==> src/rtl/alu_cmd_responder_pkg.sv <==
// Shared definitions for the ALU command responder: opcodes, FSM state
// encodings and a small opcode helper.
package alu_cmd_responder_pkg;

  // Opcodes carried on cmd_op
  localparam logic [2:0] OP_ADD = 3'd0;
  localparam logic [2:0] OP_SUB = 3'd1;
  localparam logic [2:0] OP_AND = 3'd2;
  localparam logic [2:0] OP_OR  = 3'd3;
  localparam logic [2:0] OP_XOR = 3'd4;
  localparam logic [2:0] OP_SHL = 3'd5;
  localparam logic [2:0] OP_SHR = 3'd6;
  localparam logic [2:0] OP_MUL = 3'd7;

  // Top-level FSM state encodings
  localparam logic [1:0] S_IDLE = 2'd0;
  localparam logic [1:0] S_EXEC = 2'd1;
  localparam logic [1:0] S_DONE = 2'd2;

  // True for the only multi-cycle opcode
  function automatic logic is_mul(input logic [2:0] op);
    return op == OP_MUL;
  endfunction

endpackage

==> src/rtl/alu_seq_mul.sv <==
// Iterative unsigned shift-add multiplier. The first partial product is
// folded into the load cycle so the full product is ready WIDTH-1 edges
// after start; done pulses for one cycle once the product is complete.
module alu_seq_mul #(
  parameter int WIDTH = 8
) (
  input  logic                 clk,
  input  logic                 rst,
  input  logic                 start,
  input  logic [WIDTH-1:0]     a,
  input  logic [WIDTH-1:0]     b,
  output logic                 busy,
  output logic                 done,
  output logic [2*WIDTH-1:0]   product
);

  localparam int SHW = $clog2(WIDTH);
  localparam logic [SHW-1:0] STEPS_LEFT = SHW'(WIDTH - 1);
  localparam logic [SHW-1:0] STEP_ONE   = SHW'(1);

  logic [2*WIDTH-1:0] acc_reg;
  logic [2*WIDTH-1:0] mcand_reg;
  logic [WIDTH-1:0]   mplier_reg;
  logic [SHW-1:0]     step_reg;
  logic               busy_reg;
  logic               done_reg;

  logic [2*WIDTH-1:0] first_pp_next;
  logic [2*WIDTH-1:0] partial_next;

  // Partial products: bit 0 of b at load time, then the shifted multiplier
  always_comb begin
    first_pp_next = b[0] ? {{WIDTH{1'b0}}, a} : '0;
    partial_next  = mplier_reg[0] ? mcand_reg : '0;
  end

  // Load on start, then accumulate one multiplier bit per cycle
  always_ff @(posedge clk) begin
    if (rst) begin
      acc_reg    <= '0;
      mcand_reg  <= '0;
      mplier_reg <= '0;
      step_reg   <= '0;
      busy_reg   <= 1'b0;
      done_reg   <= 1'b0;
    end else if (start) begin
      acc_reg    <= first_pp_next;
      mcand_reg  <= {{(WIDTH-1){1'b0}}, a, 1'b0};
      mplier_reg <= {1'b0, b[WIDTH-1:1]};
      step_reg   <= STEPS_LEFT;
      busy_reg   <= 1'b1;
      done_reg   <= 1'b0;
    end else if (busy_reg) begin
      acc_reg    <= acc_reg + partial_next;
      mcand_reg  <= mcand_reg << 1;
      mplier_reg <= mplier_reg >> 1;
      step_reg   <= step_reg - STEP_ONE;
      if (step_reg == STEP_ONE) begin
        busy_reg <= 1'b0;
        done_reg <= 1'b1;
      end else begin
        done_reg <= 1'b0;
      end
    end else begin
      done_reg <= 1'b0;
    end
  end

  assign busy    = busy_reg;
  assign done    = done_reg;
  assign product = acc_reg;

endmodule

==> src/rtl/alu_cmd_responder.sv <==
// Sequential ALU execution unit: accepts one command over a valid/ready
// channel, executes it (one cycle, or WIDTH cycles for MUL) and holds a
// registered result plus flags on the response channel until taken.
module alu_cmd_responder
  import alu_cmd_responder_pkg::*;
#(
  parameter int WIDTH = 8
) (
  input  logic                 clk,
  input  logic                 rst,
  input  logic                 cmd_valid,
  output logic                 cmd_ready,
  input  logic [2:0]           cmd_op,
  input  logic [WIDTH-1:0]     cmd_a,
  input  logic [WIDTH-1:0]     cmd_b,
  output logic                 rsp_valid,
  input  logic                 rsp_ready,
  output logic [2*WIDTH-1:0]   rsp_result,
  output logic                 rsp_zero,
  output logic                 rsp_carry,
  output logic                 rsp_ovf
);

  localparam int SHW = $clog2(WIDTH);
  localparam logic [SHW-1:0] CNT_MUL = SHW'(WIDTH - 1);
  localparam logic [SHW-1:0] CNT_ONE = SHW'(1);

  logic [1:0]         state_reg;
  logic [SHW-1:0]     cnt_reg;
  logic [2:0]         op_reg;
  logic [WIDTH-1:0]   a_reg;
  logic [WIDTH-1:0]   b_reg;
  logic [2*WIDTH-1:0] result_reg;
  logic               zero_reg;
  logic               carry_reg;
  logic               ovf_reg;

  logic [WIDTH:0]     sum_ext;
  logic [WIDTH:0]     diff_ext;
  logic [SHW-1:0]     sh_amt;
  logic [2*WIDTH-1:0] alu_result_next;
  logic               alu_carry_next;
  logic               alu_ovf_next;
  logic [2*WIDTH-1:0] fin_result_next;
  logic               fin_carry_next;
  logic               fin_ovf_next;
  logic               exec_last_next;

  logic               mul_start;
  logic               mul_busy;
  logic               mul_done;
  logic [2*WIDTH-1:0] mul_product;

  // The multiplier loads straight from the command bus on the accept edge
  assign mul_start = (state_reg == S_IDLE) && cmd_valid && is_mul(cmd_op);

  alu_seq_mul #(
    .WIDTH (WIDTH)
  ) u_mul (
    .clk     (clk),
    .rst     (rst),
    .start   (mul_start),
    .a       (cmd_a),
    .b       (cmd_b),
    .busy    (mul_busy),
    .done    (mul_done),
    .product (mul_product)
  );

  // Single-cycle datapath from the latched operands
  always_comb begin
    sum_ext         = {1'b0, a_reg} + {1'b0, b_reg};
    diff_ext        = {1'b0, a_reg} - {1'b0, b_reg};
    sh_amt          = b_reg[SHW-1:0];
    alu_result_next = '0;
    alu_carry_next  = 1'b0;
    alu_ovf_next    = 1'b0;
    case (op_reg)
      OP_ADD: begin
        alu_result_next = {{WIDTH{1'b0}}, sum_ext[WIDTH-1:0]};
        alu_carry_next  = sum_ext[WIDTH];
        alu_ovf_next    = (a_reg[WIDTH-1] == b_reg[WIDTH-1]) &&
                          (sum_ext[WIDTH-1] != a_reg[WIDTH-1]);
      end
      OP_SUB: begin
        alu_result_next = {{WIDTH{1'b0}}, diff_ext[WIDTH-1:0]};
        alu_carry_next  = diff_ext[WIDTH];
        alu_ovf_next    = (a_reg[WIDTH-1] != b_reg[WIDTH-1]) &&
                          (diff_ext[WIDTH-1] != a_reg[WIDTH-1]);
      end
      OP_AND: alu_result_next = {{WIDTH{1'b0}}, a_reg & b_reg};
      OP_OR:  alu_result_next = {{WIDTH{1'b0}}, a_reg | b_reg};
      OP_XOR: alu_result_next = {{WIDTH{1'b0}}, a_reg ^ b_reg};
      OP_SHL: alu_result_next = {{WIDTH{1'b0}}, a_reg << sh_amt};
      OP_SHR: alu_result_next = {{WIDTH{1'b0}}, a_reg >> sh_amt};
      default: alu_result_next = '0;
    endcase
  end

  // Select the multiplier or single-cycle result and decide when EXEC ends
  always_comb begin
    fin_result_next = alu_result_next;
    fin_carry_next  = alu_carry_next;
    fin_ovf_next    = alu_ovf_next;
    exec_last_next  = 1'b1;
    if (is_mul(op_reg)) begin
      fin_result_next = mul_product;
      fin_carry_next  = |mul_product[2*WIDTH-1:WIDTH];
      fin_ovf_next    = 1'b0;
      exec_last_next  = (cnt_reg == '0) && mul_done && !mul_busy;
    end
  end

  // Handshake FSM; response registers only change on EXEC->DONE or reset
  always_ff @(posedge clk) begin
    if (rst) begin
      state_reg  <= S_IDLE;
      cnt_reg    <= '0;
      op_reg     <= '0;
      a_reg      <= '0;
      b_reg      <= '0;
      result_reg <= '0;
      zero_reg   <= 1'b0;
      carry_reg  <= 1'b0;
      ovf_reg    <= 1'b0;
    end else begin
      case (state_reg)
        S_IDLE: begin
          if (cmd_valid) begin
            op_reg    <= cmd_op;
            a_reg     <= cmd_a;
            b_reg     <= cmd_b;
            cnt_reg   <= is_mul(cmd_op) ? CNT_MUL : '0;
            state_reg <= S_EXEC;
          end
        end
        S_EXEC: begin
          if (exec_last_next) begin
            result_reg <= fin_result_next;
            zero_reg   <= ~|fin_result_next;
            carry_reg  <= fin_carry_next;
            ovf_reg    <= fin_ovf_next;
            state_reg  <= S_DONE;
          end else if (cnt_reg != '0) begin
            cnt_reg <= cnt_reg - CNT_ONE;
          end
        end
        S_DONE: begin
          if (rsp_ready) begin
            state_reg <= S_IDLE;
          end
        end
        default: state_reg <= S_IDLE;
      endcase
    end
  end

  assign cmd_ready  = (state_reg == S_IDLE);
  assign rsp_valid  = (state_reg == S_DONE);
  assign rsp_result = result_reg;
  assign rsp_zero   = zero_reg;
  assign rsp_carry  = carry_reg;
  assign rsp_ovf    = ovf_reg;

endmodule
==> config.mk <==
export PLATFORM = sky130hd
export DESIGN_NAME = alu_cmd_responder
export DESIGN_NICKNAME = d
export VERILOG_FILES = /design/src/rtl/alu_cmd_responder_pkg.sv /design/src/rtl/alu_seq_mul.sv /design/src/rtl/alu_cmd_responder.sv
export SDC_FILE = /design/constraint.sdc
export NUM_CORES = 1
export LEC_CHECK = 0
export BUFFER_PORTS_ARGS = -buffer_cell sky130_fd_sc_hd__buf_2
export CORE_ASPECT_RATIO = 0.6
export CORE_MARGIN = 10
export CORE_UTILIZATION = 56
export DETAILED_ROUTE_END_ITERATION = 8
export PLACE_DENSITY = 0.78
export SLEW_MARGIN = 20
export SYNTH_ARGS = -nofsm -noshare
export SYNTH_HDL_FRONTEND = slang
export SYNTH_HIERARCHICAL = 1
export SYNTH_SLANG_ARGS = --single-unit
export TNS_END_PERCENT = 100
==> constraint.sdc <==
create_clock -name clk -period 3.1 [get_ports clk]
set_clock_uncertainty 0.2 [all_clocks]
set_input_delay 0.465 -clock clk [delete_from_list [all_inputs] [get_ports clk]]
set_output_delay 0.465 -clock clk [all_outputs]
set_load 0.02 [all_outputs]
==> Yosys cells after proc, flatten, opt, wreduce, memory -nomap -nowiden <==
Index checks and enable logic that the tools add are counted.
{ "classes": {"addsub": 5, "n_eq_ne": 20, "shift": 2, "muxes": 30, "bitwise": 4, "reduce_logical": 22} }
{ "op_table": {"columns": ["operator", "count"], "rows": [
  ["2-to-1 mux 16 bit", 4],
  ["one-hot mux 8 bit (7 select lines)", 1],
  ["2-to-1 mux 3 bit", 6],
  ["2-to-1 mux 9 bit", 2],
  ["adder 16 bit", 1],
  ["OR reduction 16 bit", 1],
  ["equality test 3 bit (second input constant)", 5],
  ["2-to-1 mux 7 bit", 2],
  ["adder 8 x 8 -> 9 bit", 1],
  ["subtractor 8 x 8 -> 9 bit", 1],
  ["bitwise AND 8 bit", 1],
  ["2-to-1 mux 8 bit", 1],
  ["!= test 2 bit (second input constant)", 4],
  ["OR 8 bit", 1],
  ["OR reduction 8 bit", 1],
  ["left shift 8 x 3 -> 8 bit", 1],
  [">> shifter 8 x 3 -> 8 bit", 1],
  ["XOR 8 bit", 1],
  ["2-to-1 mux 1 bit", 7],
  ["equality test 3 x 1 -> 1 bit (second input constant)", 2],
  ["equality test 3 x 2 -> 1 bit (second input constant)", 2],
  ["logical AND 1 bit", 6],
  ["logical NOT 3 bit", 2],
  ["2-to-1 mux 2 bit", 3],
  ["19 further kinds", 26]
]} }
{ "totals": {"regBits": 86, "output_inout_bits": 21, "elab_cells": 99} }

==> Logic depth before layout (Yosys ltp) <==
{ "depth": {"depth_word": 6, "ltp_mapped": 11, "depth_no_buf": 10} }

==> Hierarchy <==
Netlist, hierarchy kept.
{ "modules_own_cells": {"columns": ["module", "n_inst", "cells_each", "area_per_inst_um2", "seq_area_each_um2"], "rows": [
  ["alu_cmd_responder", 1, 471, 3632.2, 860.8],
  ["alu_seq_mul", 1, 315, 2521.2, 860.8]
]} }

==> Least setup slack after synthesis <==
Ideal clock, no wire load.
{ "synth_timing": {"kind": "register -> register", "start": "register b_reg[1]", "end": "register zero_reg (netlist: rsp_zero)", "setup_ns": 0.084, "arrival_time_ns": 2.771, "setup_slack_ns": 0.045, "stages_incl_launch_ff": 11, "n_path_buf": 2, "cell_sequence": "dfxtp_1 buf_2 buf_2 inv_1 ha_1 mux2_2 a21o_1 o32ai_1 nand3_1 or4_1 o31ai_2"} }
{ "synth_via": {"elab_chain_len": 5, "word_cells_on_any_way": 11, "cone_classes": "2 x add/sub; 2 x shift; 2 x mux; 3 x bitwise; 2 x reduce/logical"} }
{ "synth_rtl": {"columns": ["element", "line", "rtl"], "rows": [
  ["start: declaration", "alu_cmd_responder.sv:32", "logic [WIDTH-1:0] b_reg;"],
  ["start signal: assignment", "alu_cmd_responder.sv:132", "b_reg <= cmd_b;"],
  ["subtractor 8 x 8 -> 9 bit, or another cell as far along", "alu_cmd_responder.sv:73", "diff_ext = {1'b0, a_reg} - {1'b0, b_reg};"],
  ["one-hot mux 8 bit (7 select lines) (*)", "alu_cmd_responder.sv:78", "case (op_reg)"],
  ["2-to-1 mux 16 bit (*)", "alu_cmd_responder.sv:106", "if (is_mul(op_reg)) begin"],
  ["OR reduction 16 bit (*)", "alu_cmd_responder.sv:140", "zero_reg <= ~|fin_result_next;"],
  ["logical NOT 1 bit (*)", "alu_cmd_responder.sv:140", null],
  ["end signal: assignment", "alu_cmd_responder.sv:140", null],
  ["end: declaration", "alu_cmd_responder.sv:34", "logic zero_reg;"]
]} }
Every way passes the cells marked *; elsewhere a longest branch is shown, timed or not.
A chain may end at the register's enable or synchronous reset.

==> Final worst setup path <==
{ "layout_timing": {"start": "register b_reg[0]", "end": "register zero_reg (netlist: rsp_zero)"} }
Same word-level chain as after synthesis.

==> impl_metrics.json <==
{
  "drive_above_1_share_pct": 16.9,
  "endpoint_kind": "flip-flop",
  "multi_input_comb_area_sq_um": 4120,
  "syn_inst": 786,
  "min_period_ns": 3.04,
  "critical_path_class": "flip-flop to flip-flop",
  "finalHoldViolCount": 0,
  "rsz0062_at_grt": "true",
  "row_count": 29,
  "die_y_microns": 101,
  "ir_drop_mv": 0.248,
  "tightestPinTransition_ns": 0.960,
  "critical-path-top-delay-family": "compound AO/OA/AOI/OAI gates",
  "io-pin-count": 44,
  "synthesis.area_sq_um": 6150,
  "synth_edf_count": 0,
  "cp_slowest_cell": "or4_4",
  "synth_ff_type": "dfxtp_1",
  "synth_cell_types": 71,
  "min_path_cells": 3,
  "coreArea_sq_um": 10600,
  "fin_tns_setup_ns": 0,
  "viasPerCell": 6.23,
  "portBuffers": 43,
  "antenna_found_initial": 0,
  "die_area_sq_um": 15700,
  "clock-sinks": 86,
  "use_met3_pct": 7.11,
  "grt_util_met1_pct": 36.6,
  "layout_common_cells": "nand2_1, nor2_1, a21oi_1, dfxtp_1, buf_4",
  "grt_pass1_wl_microns": 31100,
  "required_ns": 3.16,
  "maxSlewViolCount": 0,
  "fin_cells": 981,
  "h-tree-depth": 3,
  "grt.total_usage_pct": 24.4,
  "worst_path_largest_cell_delay_ns": 0.58,
  "cap_violations": 0,
  "clock.fmax_ghz": 0.329,
  "grt_max_degree": 46,
  "placedCellCount": 964,
  "regArea_sq_um": 1730,
  "ff2ff_path_depth": 9,
  "ys_ff_latch": 86,
  "diodes": 0,
  "n_fill_cell": 918,
  "initial_utilization_pct": 57.9,
  "hpwl_microns": 15100,
  "wl_per_cell_microns": 19.9,
  "status": "complete, no violations",
  "wirelength_microns": 19600,
  "syn_to_final_growth_pct": 15.0,
  "cp-start-kind": "flip-flop",
  "root_buffer": "clkbuf_16",
  "final_common_cell": "nand2_1",
  "seq_area_frac_synth_pct": 28.0,
  "busiest_layer": "met1",
  "max_slew_margin_pct": 35.8,
  "drtIter0Drc": 669,
  "cp_cell_sequence": "buf_12 > ha_1 > fa_2 > nor2_1 > o311a_1 > mux2i_2 > a31oi_2 > or4_4 > o31ai_4",
  "clk_pin_slew_ns": 0.07,
  "path_max_fanout": 13,
  "hp-class": "primary input to flip-flop",
  "p_leak_nw": 2.86,
  "met2_usage_pct": 34.0,
  "die_w_microns": 155,
  "syn_avg_cell_area_sq_um": 7.83,
  "firstDrtPassIters": 5,
  "post-route-period-util_pct": 98.1,
  "numCtsBuffers": 9,
  "path_buf_inv": 1,
  "cp_num_cells": 9,
  "drc": 0,
  "gp_congestion": 0.989,
  "grt_overflow": 0,
  "async_flop_share_pct": 0,
  "cts_buffer_depth": 2,
  "nNetsFinal": 907,
  "syn-num-nets": 856,
  "final-setup-viol-count": 0,
  "cts_tree": "done",
  "vias": 6114,
  "yosys_warnings": 6,
  "ant_nets": 0,
  "worstPathArrival_ns": 3.10,
  "cellPowerDensity_nw_per_um2": 434,
  "grt_pass1_vias": 5665,
  "postCtsHoldBufs": 0,
  "worstSkewPairLatency_ns": 0.35
}
-- worst min-delay path: cells and delay by family --
family,cells,cell delay [ns]
buffers and inverters,1,0.11
AND/OR/NAND/NOR,1,0.05
AO/OA/AOI/OAI,1,0.05
-- synthesized netlist by cell type (all sizes together), types with 7 or more instances --
| master | instances | area, sq um |
|---|---|---|
| nand2 | 99 | 372 |
| a31oi | 9 | 56.3 |
| a21oi | 89 | 449 |
| o21ai | 25 | 129 |
| o211ai | 9 | 67.6 |
| nor2b | 9 | 63.8 |
| nand2b | 11 | 68.8 |
| nor3 | 13 | 65.1 |
| inv | 34 | 128 |
| and2 | 15 | 93.8 |
| nor2 | 92 | 345 |
| a211oi | 7 | 52.6 |
| buf | 21 | 116 |
| mux2i | 33 | 330 |
| ha | 44 | 551 |
| nand3 | 30 | 150 |
| dfxtp | 86 | 1720 |
| clkbuf | 30 | 113 |
| nor3b | 8 | 60.1 |
| o21bai | 7 | 52.6 |
| mux4 | 10 | 240 |
-- final cells by class --
class                      instances  area share (%)
timing repair buffer              91            8.31
clock buffer                      10            3.38
clock inverter                     6            1.31
sequential                        86            24.4
tap                              139            2.46
inverter                          36            1.91
multi-input combinational        613            58.3
-- layer usage --
layer | up-vias | share of wire [%] | routed length, microns
met5 | - | 0 | 0
met4 | 0 | 0.68 | 133
met3 | 16 | 11 | 2240
met2 | 329 | 39 | 7690
met1 | 2870 | 49 | 9490
li1 | 2899 | - | -
-- cell families (layout without fill, tap and decap cells) --
kind of cell	Yosys count	count (layout)	synth area share [%]
xor+xnor	9	9	1.28
fa+ha+maj	47	47	9.92
flops	86	86	28.0
compound gates	201	201	21.1
simple gates	308	308	23.5
buf+inv	87	143	5.92
mux	48	48	10.2
-- final timing paths --
path / from / endpoint / slack, ns
worst max-delay path: b_reg[0]$_SDFFE_PP0P_ / rsp_zero$_SDFFE_PP0P_ / 0.06
worst min-delay path: cmd_b[6] / b_reg[6]$_SDFFE_PP0P_ / 0.18
worst max register to register: b_reg[0]$_SDFFE_PP0P_ / rsp_zero$_SDFFE_PP0P_ / 0.06
worst min register to register: rsp_result[9]$_SDFFE_PP0P_ / rsp_result[9]$_SDFFE_PP0P_ / 0.26
-- where the power goes --
| group | total, mW | internal (mW) | switching (mW) | leakage [nW] |
|---|---|---|---|---|
| clock network | 1.22 | 0.736 | 0.484 | 0.161 |
| registers | 1.18 | 1.14 | 0.0381 | 0.699 |
| logic | 0.674 | 0.267 | 0.407 | 2.00 |
-- stage by stage --
step           power [mW]  hold slack [ns]  setup WS, ns  cell area, sq um  util (%)
3_5_place_dp         1.84            0.251        0.0144              6680      62.9
3_3_place_gp         1.83            0.239        0.0315              6680      62.9
6_report             3.07            0.176        0.0584              7080      66.6
2_1_floorplan        1.60            0.249        0.0451              6150         -
4_1_cts              3.05            0.176        0.0241              7030      66.2
5_1_grt              3.19            0.194       -0.0304              7080      66.6
-- what timing repair did --
action | 4_1_cts | 5_1_grt
pin swaps | 1 | 2
resized for setup | 4 | 7
buffers inserted | 0 | 1
cloned | 0 | 0
setup endpoints to repair | 1 | 2
Note: power is estimated with default switching activity, not from simulation.
